==> src/rtl/mem_port_arbiter.sv <==
// mem_port_arbiter: shares one synchronous-read RAM between the fetch and load/store ports,
// data first, with a starvation counter that forces a fetch grant after STARVE_LIMIT data grants.
module mem_port_arbiter #(
  parameter int ADDR_W       = 11,
  parameter int READ_LAT     = 1,
  parameter int STARVE_LIMIT = 4
) (
  input  logic              clock,
  input  logic              reset_n,
  input  logic              io_imem_req_valid,
  output logic              io_imem_req_ready,
  input  logic [31:0]       io_imem_req_addr,
  output logic              io_imem_resp_valid,
  output logic [31:0]       io_imem_resp_inst,
  input  logic              io_dmem_req_valid,
  output logic              io_dmem_req_ready,
  input  logic [31:0]       io_dmem_req_addr,
  input  logic              io_dmem_req_wen,
  input  logic [31:0]       io_dmem_req_wdata,
  input  logic [3:0]        io_dmem_req_wstrb,
  output logic              io_dmem_resp_valid,
  output logic [31:0]       io_dmem_resp_rdata,
  output logic              io_dmem_resp_err,
  output logic              io_ram_en,
  output logic              io_ram_wen,
  output logic [ADDR_W-1:0] io_ram_addr,
  output logic [31:0]       io_ram_wdata,
  output logic [3:0]        io_ram_wstrb,
  input  logic [31:0]       io_ram_rdata
);
  typedef enum logic [1:0] {IDLE, RD_WAIT, RESP} state_t;
  state_t      state, state_nx;
  logic        cnt, cnt_nx;
  logic        own_d, own_d_nx;
  logic [3:0]  starve, starve_nx;
  logic [31:0] inst, rdata;
  logic        err;
  logic        elig, force_i, gnt_i, gnt_d, mis, d_rd;
  logic        unused;
  assign unused = ^{io_imem_req_addr[31:ADDR_W], io_imem_req_addr[1:0], io_dmem_req_addr[31:ADDR_W]};
  always_comb begin
    elig      = state != RD_WAIT;
    force_i   = starve == 4'(STARVE_LIMIT) && io_imem_req_valid;
    gnt_d     = elig && io_dmem_req_valid && !force_i;
    gnt_i     = elig && io_imem_req_valid && !gnt_d;
    mis       = io_dmem_req_addr[1:0] != 2'b00;
    d_rd      = gnt_d && !mis && !io_dmem_req_wen;
    io_imem_req_ready = gnt_i;
    io_dmem_req_ready = gnt_d;
    io_ram_en    = gnt_i || (gnt_d && !mis);
    io_ram_wen   = gnt_d && !mis && io_dmem_req_wen;
    io_ram_addr  = !io_ram_en ? '0 :
                   gnt_d ? {io_dmem_req_addr[ADDR_W-1:2], 2'b00} : {io_imem_req_addr[ADDR_W-1:2], 2'b00};
    io_ram_wdata = io_ram_en ? io_dmem_req_wdata : '0;
    io_ram_wstrb = io_ram_wen ? io_dmem_req_wstrb : 4'h0;
    io_imem_resp_valid = state == RESP && !own_d;
    io_dmem_resp_valid = state == RESP && own_d;
    io_imem_resp_inst  = inst;
    io_dmem_resp_rdata = rdata;
    io_dmem_resp_err   = err;
    state_nx  = state;
    cnt_nx    = cnt;
    own_d_nx  = own_d;
    starve_nx = gnt_i ? 4'h0 :
                !gnt_d ? starve :
                !io_imem_req_valid ? 4'h0 :
                starve + 4'(starve != 4'(STARVE_LIMIT));
    if (state == RD_WAIT) begin
      state_nx = cnt ? RD_WAIT : RESP;
      cnt_nx   = 1'b0;
    end else if (gnt_i || d_rd) begin
      state_nx = RD_WAIT;
      cnt_nx   = 1'(READ_LAT - 1);
      own_d_nx = gnt_d;
    end else if (gnt_d) begin
      state_nx = RESP;
      own_d_nx = 1'b1;
    end else begin
      state_nx = IDLE;
    end
  end
  always_ff @(posedge clock or negedge reset_n) begin
    if (!reset_n) begin
      state  <= IDLE;
      cnt    <= 1'b0;
      own_d  <= 1'b0;
      starve <= 4'h0;
    end else begin
      state  <= state_nx;
      cnt    <= cnt_nx;
      own_d  <= own_d_nx;
      starve <= starve_nx;
    end
  end
  // Response data is captured on the last wait cycle so it holds until the next response.
  always_ff @(posedge clock or negedge reset_n) begin
    if (!reset_n) begin
      inst  <= '0;
      rdata <= '0;
      err   <= 1'b0;
    end else if (state == RD_WAIT && !cnt) begin
      if (own_d) begin
        rdata <= io_ram_rdata;
        err   <= 1'b0;
      end else begin
        inst <= io_ram_rdata;
      end
    end else if (gnt_d && !d_rd) begin
      rdata <= '0;
      err   <= mis;
    end
  end
endmodule

==> config.mk <==
export PLATFORM = sky130hd
export DESIGN_NAME = mem_port_arbiter
export DESIGN_NICKNAME = d
export VERILOG_FILES = /design/src/rtl/mem_port_arbiter.sv
export SDC_FILE = /design/constraint.sdc
export NUM_CORES = 1
export LEC_CHECK = 0
export ABC_AREA = 1
export CORE_MARGIN = 3
export CORE_UTILIZATION = 35
export DETAILED_ROUTE_END_ITERATION = 10
export GPL_TIMING_DRIVEN = 0
export PLACE_DENSITY_LB_ADDON = 0.2
export RECOVER_POWER = 50
export SETUP_SLACK_MARGIN = 0.02
export SKIP_LAST_GASP = 1
export SLEW_MARGIN = 40
export SYNTH_ARGS = -nofsm -noshare
export SYNTH_HDL_FRONTEND = slang
export SYNTH_SLANG_ARGS = --single-unit
==> constraint.sdc <==
create_clock -name clock -period 1.85 [get_ports clock]
set_clock_uncertainty 0.15 [all_clocks]
set_input_delay 0.185 -clock clock [delete_from_list [all_inputs] [get_ports clock]]
set_output_delay 0.185 -clock clock [all_outputs]
set_load 0.05 [all_outputs]
* After elaboration in Yosys (flattened, before gate mapping)
Cells that the tools add are included.
** Storage, ports and cells
- Register bits :: 73
- Bits in latches :: 0
- Memory bits (writable) :: 0
- Memory bits (read-only) :: 0
- Input port bits :: 137
- Output and inout bits :: 118
- Memories :: 0
** Operators by class
- Add/subtract/negate cells :: 1
- $mul :: 0
- Divide/modulo/power cells :: 0
- $lt $le $gt $ge :: 0
- Equality and inequality tests :: 6
- Shift operators :: 0
- Multiplexer cells :: 21
- Bitwise operators :: 2
- Reduce and logical (&&, ||, !) cells :: 29
** Operator list (count)
- $mux 32 :: 4
- $mux 11 :: 2
- $mux 4 :: 4
- $logic_and 1x1->1 :: 12
- $reduce_bool 2->1 :: 5
- $mux 2 :: 4
- $logic_not 1->1 :: 7
- $mux 1 :: 7
- $reduce_and 2->1 :: 3
- $add 4x1->4 :: 1
- $eq 4x3->1 const B :: 1
- $ne 4x3->1 const B :: 1
- $eq 2x1->1 const B :: 1
- $eq 2x2->1 const B :: 1
- $logic_or 1x1->1 :: 2
- $ne 2x1->1 const B :: 1
- $ne 2x2->1 const B :: 1
- $not 1->1 :: 2

* Logic depth before layout (Yosys ltp)
Gate-level depths: netlist of run 1.
- Depth in word-level cells :: 10
- Mapped depth :: 10

* Worst setup path before layout of run 1
OpenSTA, ideal clock, no wires.
- Path kind :: flip-flop to output port
- Start point :: reg starve[0]
- End point :: out io_ram_wstrb[0]
- Arrival time :: 1947 ps
- Slack :: -432 ps
- Cell stages (with the launch flop) :: 9
- Path buffers :: 1
- Cell sequence :: dfrtp_1 > inv_1 > ha_1 > nand4_2 > nand2_2 > inv_2 > buf_4 > nand3_2 > nor2_1
** On the way
- Word-level cells in the longest chain between the ends :: 7
** Ends and longest elaborated chain
- from (decl) :: RTL line 35 : logic [3:0] starve, starve_nx;
- from (signal assigned) :: RTL line 92 : starve <= starve_nx;
- $eq 4x3->1 :: RTL line 43 : force_i = starve == 4'(STARVE_LIMIT) && io_imem_req_valid;
- $logic_and 1x1->1 :: RTL line 43
- $logic_not 1->1 :: RTL line 44 : gnt_d = elig && io_dmem_req_valid && !force_i;
- $logic_and 1x1->1 :: RTL line 44
- net io_dmem_req_ready :: RTL line 16 : output logic io_dmem_req_ready,
- $logic_and 1x1->1 (2 in series) :: RTL line 51 : io_ram_wen = gnt_d && !mis && io_dmem_req_wen;
- $mux 4 :: RTL line 55 : io_ram_wstrb = io_ram_wen ? io_dmem_req_wstrb : 4'h0;
- to (decl) :: RTL line 28 : output logic [3:0] io_ram_wstrb,
The timed path passes the listed nets, and every way through them passes these cells.

* Worst setup path after layout of run 1
- Start point :: reg starve[1]
- End point :: out io_ram_wdata[26]
** On the way
- Word-level cells in the longest chain between the ends :: 8
- Elaborated cells on any way between the ends :: 9
- Those cells by class :: eq/ne: 1; mux: 1; reduce/logical: 7
** Ends and longest elaborated chain
- $eq 4x3->1 (*) :: RTL line 43
- $logic_and 1x1->1 (*) :: RTL line 43
- $logic_not 1->1 (*) :: RTL line 44
- $logic_and 1x1->1 (*) :: RTL line 44
- $logic_not 1->1
- $logic_and 1x1->1 :: RTL line 45 : gnt_i = elig && io_imem_req_valid && !gnt_d;
- $logic_or 1x1->1 (*) :: RTL line 50 : io_ram_en = gnt_i || (gnt_d && !mis);
- $mux 32 (*) :: RTL line 54 : io_ram_wdata = io_ram_en ? io_dmem_req_wdata : '0;
- to (decl) :: RTL line 27 : output logic [31:0] io_ram_wdata,
Mark *: on every way between the ends. The rest lies on a longest branch, timed or not.

==> results of run 1 <==
## report_power, final
group / leakage [uW] / total, uW / internal, uW / switching [uW]
logic: 0.00257 / 3980 / 1200 / 2790
clock network: 0.0000822 / 1170 / 532 / 635
registers: 0.000928 / 2240 / 2000 / 242
## area by class of cell
| cell class | instances | area, um2 |
|---|---|---|
| Multi-Input combinational cell | 304 | 1697 |
| Fill cell | 857 | 3204 |
| Clock buffer | 11 | 141.4 |
| Buffer | 26 | 212.7 |
| Tap cell | 133 | 166.4 |
| Clock inverter | 5 | 40.04 |
| Timing Repair Buffer | 226 | 2301 |
| Sequential cell | 72 | 1803 |
| Inverter | 91 | 389.1 |
## placed cells by master, fill, tap and decap left out, types with 3 or more instances in the layout
cell	synthesis	routed
buf_12	0	3
buf_2	8	6
buf_4	7	19
buf_6	3	37
buf_8	0	15
clkbuf_1	8	4
clkbuf_2	0	6
clkbuf_8	0	10
clkdlybuf4s50_1	0	91
clkinvlp_4	0	13
dfrtp_1	72	71
dlygate4sd2_1	0	65
inv_1	89	75
inv_2	2	4
nand2_1	142	131
nand2_2	4	10
nand2_4	0	5
nand3_1	39	38
nor2_1	58	32
nor2_4	0	34
o21ai_0	37	37
## worst max path at each step
stage	from	endpoint	cells past startpoint
final	starve[1]$_DFFE_PN0P_	io_ram_wdata[26]	10
after detailed placement	io_imem_req_valid	io_ram_wdata[10]	9
after global placement	reset_n	io_imem_resp_inst[20]$_DFFE_PN0P_	1
after CTS	starve[0]$_DFFE_PN0P_	io_ram_wdata[10]	10
after floorplan	starve[0]$_DFFE_PN0P_	io_ram_wdata[11]	9
after global routing	starve[0]$_DFFE_PN0P_	io_ram_wdata[26]	10
## critical path: cells and delay by family, from the launching register on
kind | cells | cell delay, ps
buffers and inverters | 4 | 490
DFF | 1 | 390
adders and majority gates | 1 | 150
and+or+nand+nor | 5 | 530
## what timing repair did
item                                    CTS  global route
gates cloned                              1             3
setup buffers                             8             4
hold endpoints to repair                 72             0
pin swaps                                 4             4
endpoints found under the setup margin  146           110
hold buffers                              1             0
resized for setup                       416            60
## per-layer routing
metal | vias to the layer above | track usage, % | wire (um)
met5 | - | 0 | 0
met4 | 0 | 6.222 | 167
met3 | 12 | 6.090 | 949
met2 | 138 | 37.61 | 6628
met1 | 1804 | 24.70 | 4940
li1 | 1934 | - | -
## flip-flops by register name (all words and copies together) (netlist names)
signal              count
io_imem_resp_inst      32
starve                  4
io_dmem_resp_rdata     32
io_dmem_resp_err        1
state                   2
own_d                   1
## through the flow
stage	cells	total power [uW]
2_1_floorplan	493	4833
3_3_place_gp	834	6284
3_5_place_dp	835	6354
4_1_cts	861	7338
5_1_grt	868	7770
6_report	868	7393
## cells by family (layout without fill, tap and decap cells)
family,after synthesis,in the layout
fa+ha+maj,3,3
other cells,1,2
xor+xnor,2,2
buf+inv,117,359
compound gates,40,40
flops,72,72
simple gates,257,257
==> impl_metrics.py, run 1 <==
metrics = {
    "logic_synthesis": {
        "synth.avg_cell_area_um2": 7.393,
        "ys.flop_type": "dfrtp_1",
        "synth_commonest_cells": "142 x nand2_1, 89 x inv_1, 72 x dfrtp_1",
        "muxShareOfSynthArea_pct": 0,
        "syn_inst": 492,
        "synth_edf_count": 0,
        "ys_top_cells_by_area": "dfrtp_1 50%, nand2_1 15%, inv_1 9.2%, nor2_1 6.0%, nand3_1 5.4%",
        "yosys.area_share.simple_pct": 29.31,
        "synth_warnings": 0,
        "ys_types": 23,
        "synth_most_common_cell": "nand2_1",
        "synth_top_family_by_area": "simple AND/OR/NAND/NOR gates",
        "post-synth-top-area-fraction_pct": 49.54,
        "syn_area_um2": 3637,
        "synth-xor-area-share_pct": 0.4816,
        "synth_compound_area_share_pct": 5.848,
        "synth_seq_cells": 72,
        "synth-async-reset-ratio_pct": 100.0,
        "synth_fa_ha_area_share_pct": 1.032,
        "post-synth-top-area-cell": "dfrtp_1",
        "seq_area_frac_synth_pct": 49.54,
    },
    "cts": {
        "h-tree-depth": 3,
        "cts_root_buf": "clkbuf_8",
        "clk_path_buf_depth": 2,
        "numCtsBuffers": 9,
        "clock_sinks": 72,
        "clkTransAtPathRegs_ps": 90,
        "cts_tree": "yes",
        "clkLatencyLatePin_ps": 330,
    },
    "job": {
        "cap_violations": 0,
    },
    "worst_setup_path": {
        "endpoint_kind": "primary output",
        "r2r-start": "starve[1]$_DFFE_PN0P_",
        "cp.arrival_ps": 1910,
        "r2r_cells": 8,
        "worstSetupStartpointType": "register",
        "crit_chain": "inv_2 > ha_4 > nand4_4 > nand2_4 > nand3_4 > nand2_4 > inv_8 > clkbuf_16 > nor2_4 > buf_6",
        "cpPeakStageDelay_ps": 390,
        "r2r_end": "io_dmem_resp_rdata[17]$_DFFE_PN0P_",
        "crit_slowest_cell": "dfrtp_1",
        "path_common_cell": "nand2_4",
        "r2r_slack_ps": 130,
        "required_ps": 1510,
        "worstSetupPathType": "reg2out",
        "path_max_fanout": 8,
    },
    "sta": {
        "tns_ps": -16950,
        "fin_ws_ps": -399.7,
        "grt_setup_unrepaired": "true",
        "period_share_pct": 121.6,
        "finalWorstPathRequiredPeriod_ps": 2250,
        "drv_slew": 0,
        "hold_viol": 0,
        "setup_viol": 49,
        "worst_slew_pin_slew_ps": 909.3,
        "max_freq_ghz": 0.4445,
        "relSlewSlack_pct": 39.38,
        "hold_slack_ps": 265.8,
    },
    "place": {
        "placed_area_um2": 6231,
        "io_buffers": 208,
        "hpwl_um": 9417,
        "dpl_worst_slack_ps": -1046,
        "gp_congestion": 0.8069,
    },
    "floorplanning": {
        "die_h_um": 107.9,
        "start_util_pct": 36.54,
        "core_um2": 9955,
        "die_w_um": 107.9,
        "die_area_um2": 11650,
        "io_pins": 255,
        "core.rowCount": 36,
    },
    "hold_path": {
        "min_from": "io_ram_rdata[18]",
        "hold_class": "in2reg",
        "hold_path_end": "io_imem_resp_inst[18]$_DFFE_PN0P_",
        "min_path_cells": 3,
    },
    "routing": {
        "route.antenna.remaining_nets": 0,
        "firstDrtPassIters": 4,
        "avgRoutedWirePerCell_um": 14.62,
        "vias": 3888,
        "routed_wl_um": 12690,
        "drc": 0,
        "viasPerCell": 4.479,
        "drt_iter0_markers": 133,
    },
    "global_routing": {
        "grt_max_degree": 38,
        "first_global_vias": 3846,
        "grt_usage_pct": 21.13,
        "grt_pass1_wl_um": 19530,
        "antenna_found_initial": 0,
        "grt.overflow.total": 0,
    },
    "power": {
        "p_leak_uw": 0.003585,
        "vdd.ir_drop.worst_uv": 920.4,
        "power_density_nw_per_um2": 1095,
    },
    "finish": {
        "area_growth_pct": 85.59,
        "drive_above_1_share_pct": 24.90,
        "fin_area_um2": 6750,
        "antenna_cells": 0,
        "fin_util_pct": 67.81,
        "nets": 870,
    },
    "outcome": {
        "violations": "setup timing",
        "status": "finished with violations",
    },
}
(Power assumes the default switching activity.)
==> run 2: changes to the inputs <==
--- a/config.mk
+++ b/config.mk
@@ -6,10 +6,12 @@
 export NUM_CORES = 1
 export LEC_CHECK = 0
 export ABC_AREA = 1
+export CORE_ASPECT_RATIO = 1.25
 export CORE_MARGIN = 3
 export CORE_UTILIZATION = 35
 export DETAILED_ROUTE_END_ITERATION = 10
 export GPL_TIMING_DRIVEN = 0
+export MAX_ROUTING_LAYER = met4
 export PLACE_DENSITY_LB_ADDON = 0.2
 export RECOVER_POWER = 50
 export SETUP_SLACK_MARGIN = 0.02
==> impl_metrics.py, run 2 (same netlist as run 1, synthesis figures left out) <==
metrics = {
    "sta": {
        "relSlewSlack_pct": 55.26,
        "period_share_pct": 120.9,
        "setup_viol": 49,
        "max_freq_ghz": 0.4471,
        "tns_ps": -16250,
        "worst_slew_pin_slew_ps": 671.1,
        "finalWorstPathRequiredPeriod_ps": 2237,
        "hold_viol": 0,
        "grt_setup_unrepaired": "true",
        "drv_slew": 0,
        "fin_ws_ps": -386.8,
    },
    "routing": {
        "met2_length_um": 6857,
        "drc": 0,
        "wl_met3_um": 490,
        "avgRoutedWirePerCell_um": 14.46,
        "routed_wl_um": 12440,
        "wl_met1_um": 4810,
        "drt_iter0_markers": 106,
        "viasPerCell": 4.517,
        "firstDrtPassIters": 4,
        "top_layer": "met4",
        "vias": 3885,
        "route.antenna.remaining_nets": 0,
    },
    "power": {
        "p_leak_uw": 0.003473,
        "power_density_nw_per_um2": 1190,
        "vdd.ir_drop.worst_uv": 677.4,
    },
    "floorplanning": {
        "die_w_um": 97.18,
        "core.rowCount": 41,
        "io_pins": 255,
        "die_area_um2": 11660,
        "core_um2": 10110,
        "start_util_pct": 35.99,
        "die_h_um": 120.0,
    },
    "finish": {
        "nets": 866,
        "area_growth_pct": 83.14,
        "final_cell_mix": "131 x nand2_1, 91 x clkdlybuf4s50_1, 76 x inv_1",
        "antenna_cells": 0,
        "final_common_cell": "nand2_1",
        "drive_above_1_share_pct": 24.21,
    },
    "global_routing": {
        "first_global_vias": 3938,
        "grt_usage_pct": 21.91,
        "antenna_found_initial": 0,
        "grt_max_degree": 62,
        "grt_pass1_wl_um": 20100,
        "grt.overflow.total": 0,
    },
    "worst_setup_path": {
        "crit_slowest_cell": "dfrtp_1",
        "cp.arrival_ps": 1900,
        "required_ps": 1510,
        "worstSetupPathType": "reg2out",
        "path_max_fanout": 10,
        "crit_chain": "inv_2 > ha_4 > nand4_4 > nand2_4 > inv_4 > nand2_4 > nand2_4 > inv_8 > buf_12 > nor2_4 > buf_4",
        "cpPeakStageDelay_ps": 390,
        "worstSetupStartpointType": "register",
        "path_common_cell": "nand2_4",
        "endpoint_kind": "primary output",
    },
    "cts": {
        "clkTransAtPathRegs_ps": 60,
        "numCtsBuffers": 9,
        "cts_tree": "yes",
        "cts_root_buf": "clkbuf_16",
        "h-tree-depth": 3,
        "clk_path_buf_depth": 2,
        "clock_sinks": 72,
        "clkLatencyLatePin_ps": 330,
    },
    "outcome": {
        "status": "finished with violations",
        "violations": "setup timing",
    },
    "place": {
        "io_buffers": 208,
        "hpwl_um": 9202,
        "gp_congestion": 0.7886,
        "dpl_worst_slack_ps": -1020,
    },
    "hold_path": {
        "hold_class": "in2async",
    },
    "job": {
        "cap_violations": 0,
    },
}
-- run 2: layout make-up --
| cell class | count | area (um2) |
|---|---|---|
| Fill cell | 900 | 3445 |
| Timing Repair Buffer | 222 | 2064 |
| Sequential cell | 72 | 1803 |
| Multi-Input combinational cell | 304 | 1707 |
| Inverter | 91 | 389.1 |
| Clock buffer | 9 | 225.2 |
| Buffer | 26 | 216.5 |
| Tap cell | 129 | 161.4 |
| Clock inverter | 7 | 95.09 |
-- run 2: metrics by stage --
stage          power, uW  instances  utilization, %  instance area, um2  hold slack (ps)
5_1_grt             8319        860           65.92                6661            306.4
6_report            7924        860           65.92                6661            264.1
3_3_place_gp        6277        830           61.40                6205            314.7
4_1_cts             8138        856           66.05                6675            90.28
3_5_place_dp        6340        831           61.68                6233           -139.6
2_1_floorplan       4833        493               -                3961           -260.6
-- run 2: power breakdown --
group          leakage [uW]  switching, uW  internal [uW]
Combinational       0.00239           2780           1050
Clock              0.000156            668           1180
Sequential         0.000928            240           2010
Total               0.00347           3690           4240
-- run 2: timing repair --
action	4_1_cts	5_1_grt
pin swaps	8	4
hold buffers	1	0
hold endpoints to repair	72	0
cloned	1	0
setup endpoints to repair	124	135
setup buffers	7	4
resized for setup	395	64
-- run 2: worst max-delay path: cells and delay by family, from the launching register on --
family	cells	cell delay, ps
and+or+nand+nor	5	420
adders and majority gates	1	140
buffers and inverters	5	610
DFF	1	390
-- run 2: routing by layer --
metal	vias up	global-route usage [%]
met5	-	-
met4	0	7.726
met3	18	2.965
met2	109	37.31
met1	1825	26.77
li1	1933	-
-- run 2: final timing paths --
check | from | to | slack, ps | depth (start not counted)
max in group asynchronous | reset_n | state[0]$_DFF_PN0_ | 300 | 3
hold / removal | reset_n | io_imem_resp_inst[6]$_DFFE_PN0P_ | 260 | 2
setup reg to reg | starve[0]$_DFFE_PN0P_ | io_dmem_resp_rdata[24]$_DFFE_PN0P_ | 120 | 8
hold reg to reg | io_imem_resp_inst[19]$_DFFE_PN0P_ | io_imem_resp_inst[19]$_DFFE_PN0P_ | 330 | 2
min in group clock | io_ram_rdata[27] | io_imem_resp_inst[27]$_DFFE_PN0P_ | 290 | 3
setup / recovery | starve[0]$_DFFE_PN0P_ | io_ram_wdata[27] | -390 | 11
==> run 3: changes to the inputs <==
--- a/config.mk
+++ b/config.mk
@@ -13,9 +13,7 @@
 export GPL_TIMING_DRIVEN = 0
 export MAX_ROUTING_LAYER = met4
 export PLACE_DENSITY_LB_ADDON = 0.2
-export RECOVER_POWER = 50
 export SETUP_SLACK_MARGIN = 0.02
-export SKIP_LAST_GASP = 1
 export SLEW_MARGIN = 40
 export SYNTH_ARGS = -nofsm -noshare
 export SYNTH_HDL_FRONTEND = slang
==> impl_metrics.py, run 3 (same netlist as run 1, synthesis figures left out) <==
metrics = {
    "global_routing": {
        "grt_max_degree": 62,
        "grt_usage_pct": 22.03,
        "grt_use_met1_pct": 26.66,
        "grt_pass1_wl_um": 20240,
        "grt-busiest-layer": "met2",
        "antenna_found_initial": 0,
        "grt.overflow.total": 0,
        "first_global_vias": 3993,
        "use_met3_pct": 3.023,
        "grtUsageMet2_pct": 37.13,
    },
    "place": {
        "hpwl_um": 9202,
        "gp_congestion": 0.7886,
        "io_buffers": 208,
        "place_inst": 831,
        "placed_area_um2": 6233,
        "dpl_worst_slack_ps": -1020,
    },
    "routing": {
        "viasPerCell": 4.531,
        "drc": 0,
        "firstDrtPassIters": 7,
        "drt_iter0_markers": 130,
        "routed_wl_um": 12470,
        "vias": 3892,
        "avgRoutedWirePerCell_um": 14.52,
        "route.antenna.remaining_nets": 0,
    },
    "finish": {
        "final_common_cell": "nand2_1",
        "fin_area_um2": 6915,
        "final_cell_mix": "131 x nand2_1, 91 x clkdlybuf4s50_1, 76 x inv_1",
        "nets": 865,
        "drive_above_1_share_pct": 24.25,
        "area_growth_pct": 90.13,
        "instances_no_fill": 859,
        "antenna_cells": 0,
    },
    "cts": {
        "cts_root_buf": "clkbuf_16",
        "clk_path_buf_depth": 2,
        "cts_tree": "yes",
        "numCtsBuffers": 9,
        "clkTransAtPathRegs_ps": 60,
        "h-tree-depth": 3,
        "clkLatencyLatePin_ps": 320,
        "clock_sinks": 72,
    },
    "sta": {
        "finalWorstPathRequiredPeriod_ps": 2229,
        "max_freq_ghz": 0.4486,
        "fin_ws_ps": -379.2,
        "setup_viol": 79,
        "drv_slew": 0,
        "hold_viol": 0,
        "period_share_pct": 120.5,
        "tns_ps": -17000,
        "relSlewSlack_pct": 63.60,
        "grt_setup_unrepaired": "true",
        "worst_slew_pin_slew_ps": 548.2,
    },
    "power": {
        "vdd.ir_drop.worst_uv": 720.0,
        "power.total_uw": 8138,
        "p_leak_uw": 0.003871,
        "power_density_nw_per_um2": 1177,
    },
    "worst_setup_path": {
        "endpoint_kind": "primary output",
        "r2r_slack_ps": -50,
        "worstSetupPathType": "reg2out",
        "worstSetupStartpointType": "register",
        "cp.arrival_ps": 1890,
        "required_ps": 1510,
        "path_max_fanout": 10,
    },
    "floorplanning": {
        "core_um2": 10110,
        "die_w_um": 97.18,
        "die_area_um2": 11660,
        "start_util_pct": 35.99,
        "io_pins": 255,
        "die_h_um": 120.0,
        "core.rowCount": 41,
    },
    "hold_path": {
        "hold_class": "in2async",
    },
    "outcome": {
        "violations": "setup timing",
        "status": "finished with violations",
    },
    "job": {
        "cap_violations": 0,
    },
}
## run 3: what timing repair did
action	4_1_cts	5_1_grt
hold buffers	1	0
gates cloned	1	0
setup endpoints to repair	124	135
pin swaps	8	6
resized for setup	418	51
buffers inserted	7	3
endpoints found under the hold margin	72	0
## run 3: path summary, 6_finish.rpt
kind / cells past startpoint / endpoint / from
worst max-delay path: 10 / io_ram_wdata[18] / starve[0]$_DFFE_PN0P_
worst min-delay path: 2 / io_imem_resp_inst[6]$_DFFE_PN0P_ / reset_n
worst max register to register: 10 / io_dmem_resp_rdata[4]$_DFFE_PN0P_ / starve[0]$_DFFE_PN0P_
worst min register to register: 2 / io_imem_resp_inst[19]$_DFFE_PN0P_ / io_imem_resp_inst[19]$_DFFE_PN0P_
max in group asynchronous: 3 / state[0]$_DFF_PN0_ / reset_n
min in group clock: 3 / io_imem_resp_inst[9]$_DFFE_PN0P_ / io_ram_rdata[9]
## run 3: critical path, cell delays in order, from the launching register on
cell and delay (ps):
dfrtp_1 390, inv_2 80, ha_4 140, nand4_4 90, nand2_4 140, nand3_4 90
nand2_4 120, inv_8 60, buf_12 160, nor2_4 120, buf_8 160
## run 3: final cells by class
type	count	area, um2
Fill cell	856	3191
Timing Repair Buffer	221	2333
Sequential cell	72	1803
Multi-Input combinational cell	304	1693
Inverter	91	389.1
Clock buffer	9	225.2
Buffer	26	215.2
Tap cell	129	161.4
Clock inverter	7	95.09
## run 3: metrics by stage
stage	hold slack (ps)	util [%]
6_report	91.81	68.43
2_1_floorplan	-260.6	-
3_3_place_gp	314.7	61.40
4_1_cts	90.28	66.92
5_1_grt	97.51	68.43
3_5_place_dp	-139.6	61.68
## run 3: report_power, final
group | internal (uW) | leakage (uW) | switching (uW)
logic | 1270 | 0.00279 | 2770
clock network | 1180 | 0.000156 | 670
registers | 2010 | 0.000928 | 231
## run 3: routing by layer
| layer | vias to the layer above | wire, um | share of wire (%) |
|---|---|---|---|
| met1 | 1826 | 4890 | 39 |
| met5 | - | 0 | 0 |
| met3 | 29 | 465 | 3.7 |
| met2 | 104 | 6733 | 54 |
| li1 | 1933 | - | - |
| met4 | 0 | 385 | 3.1 |
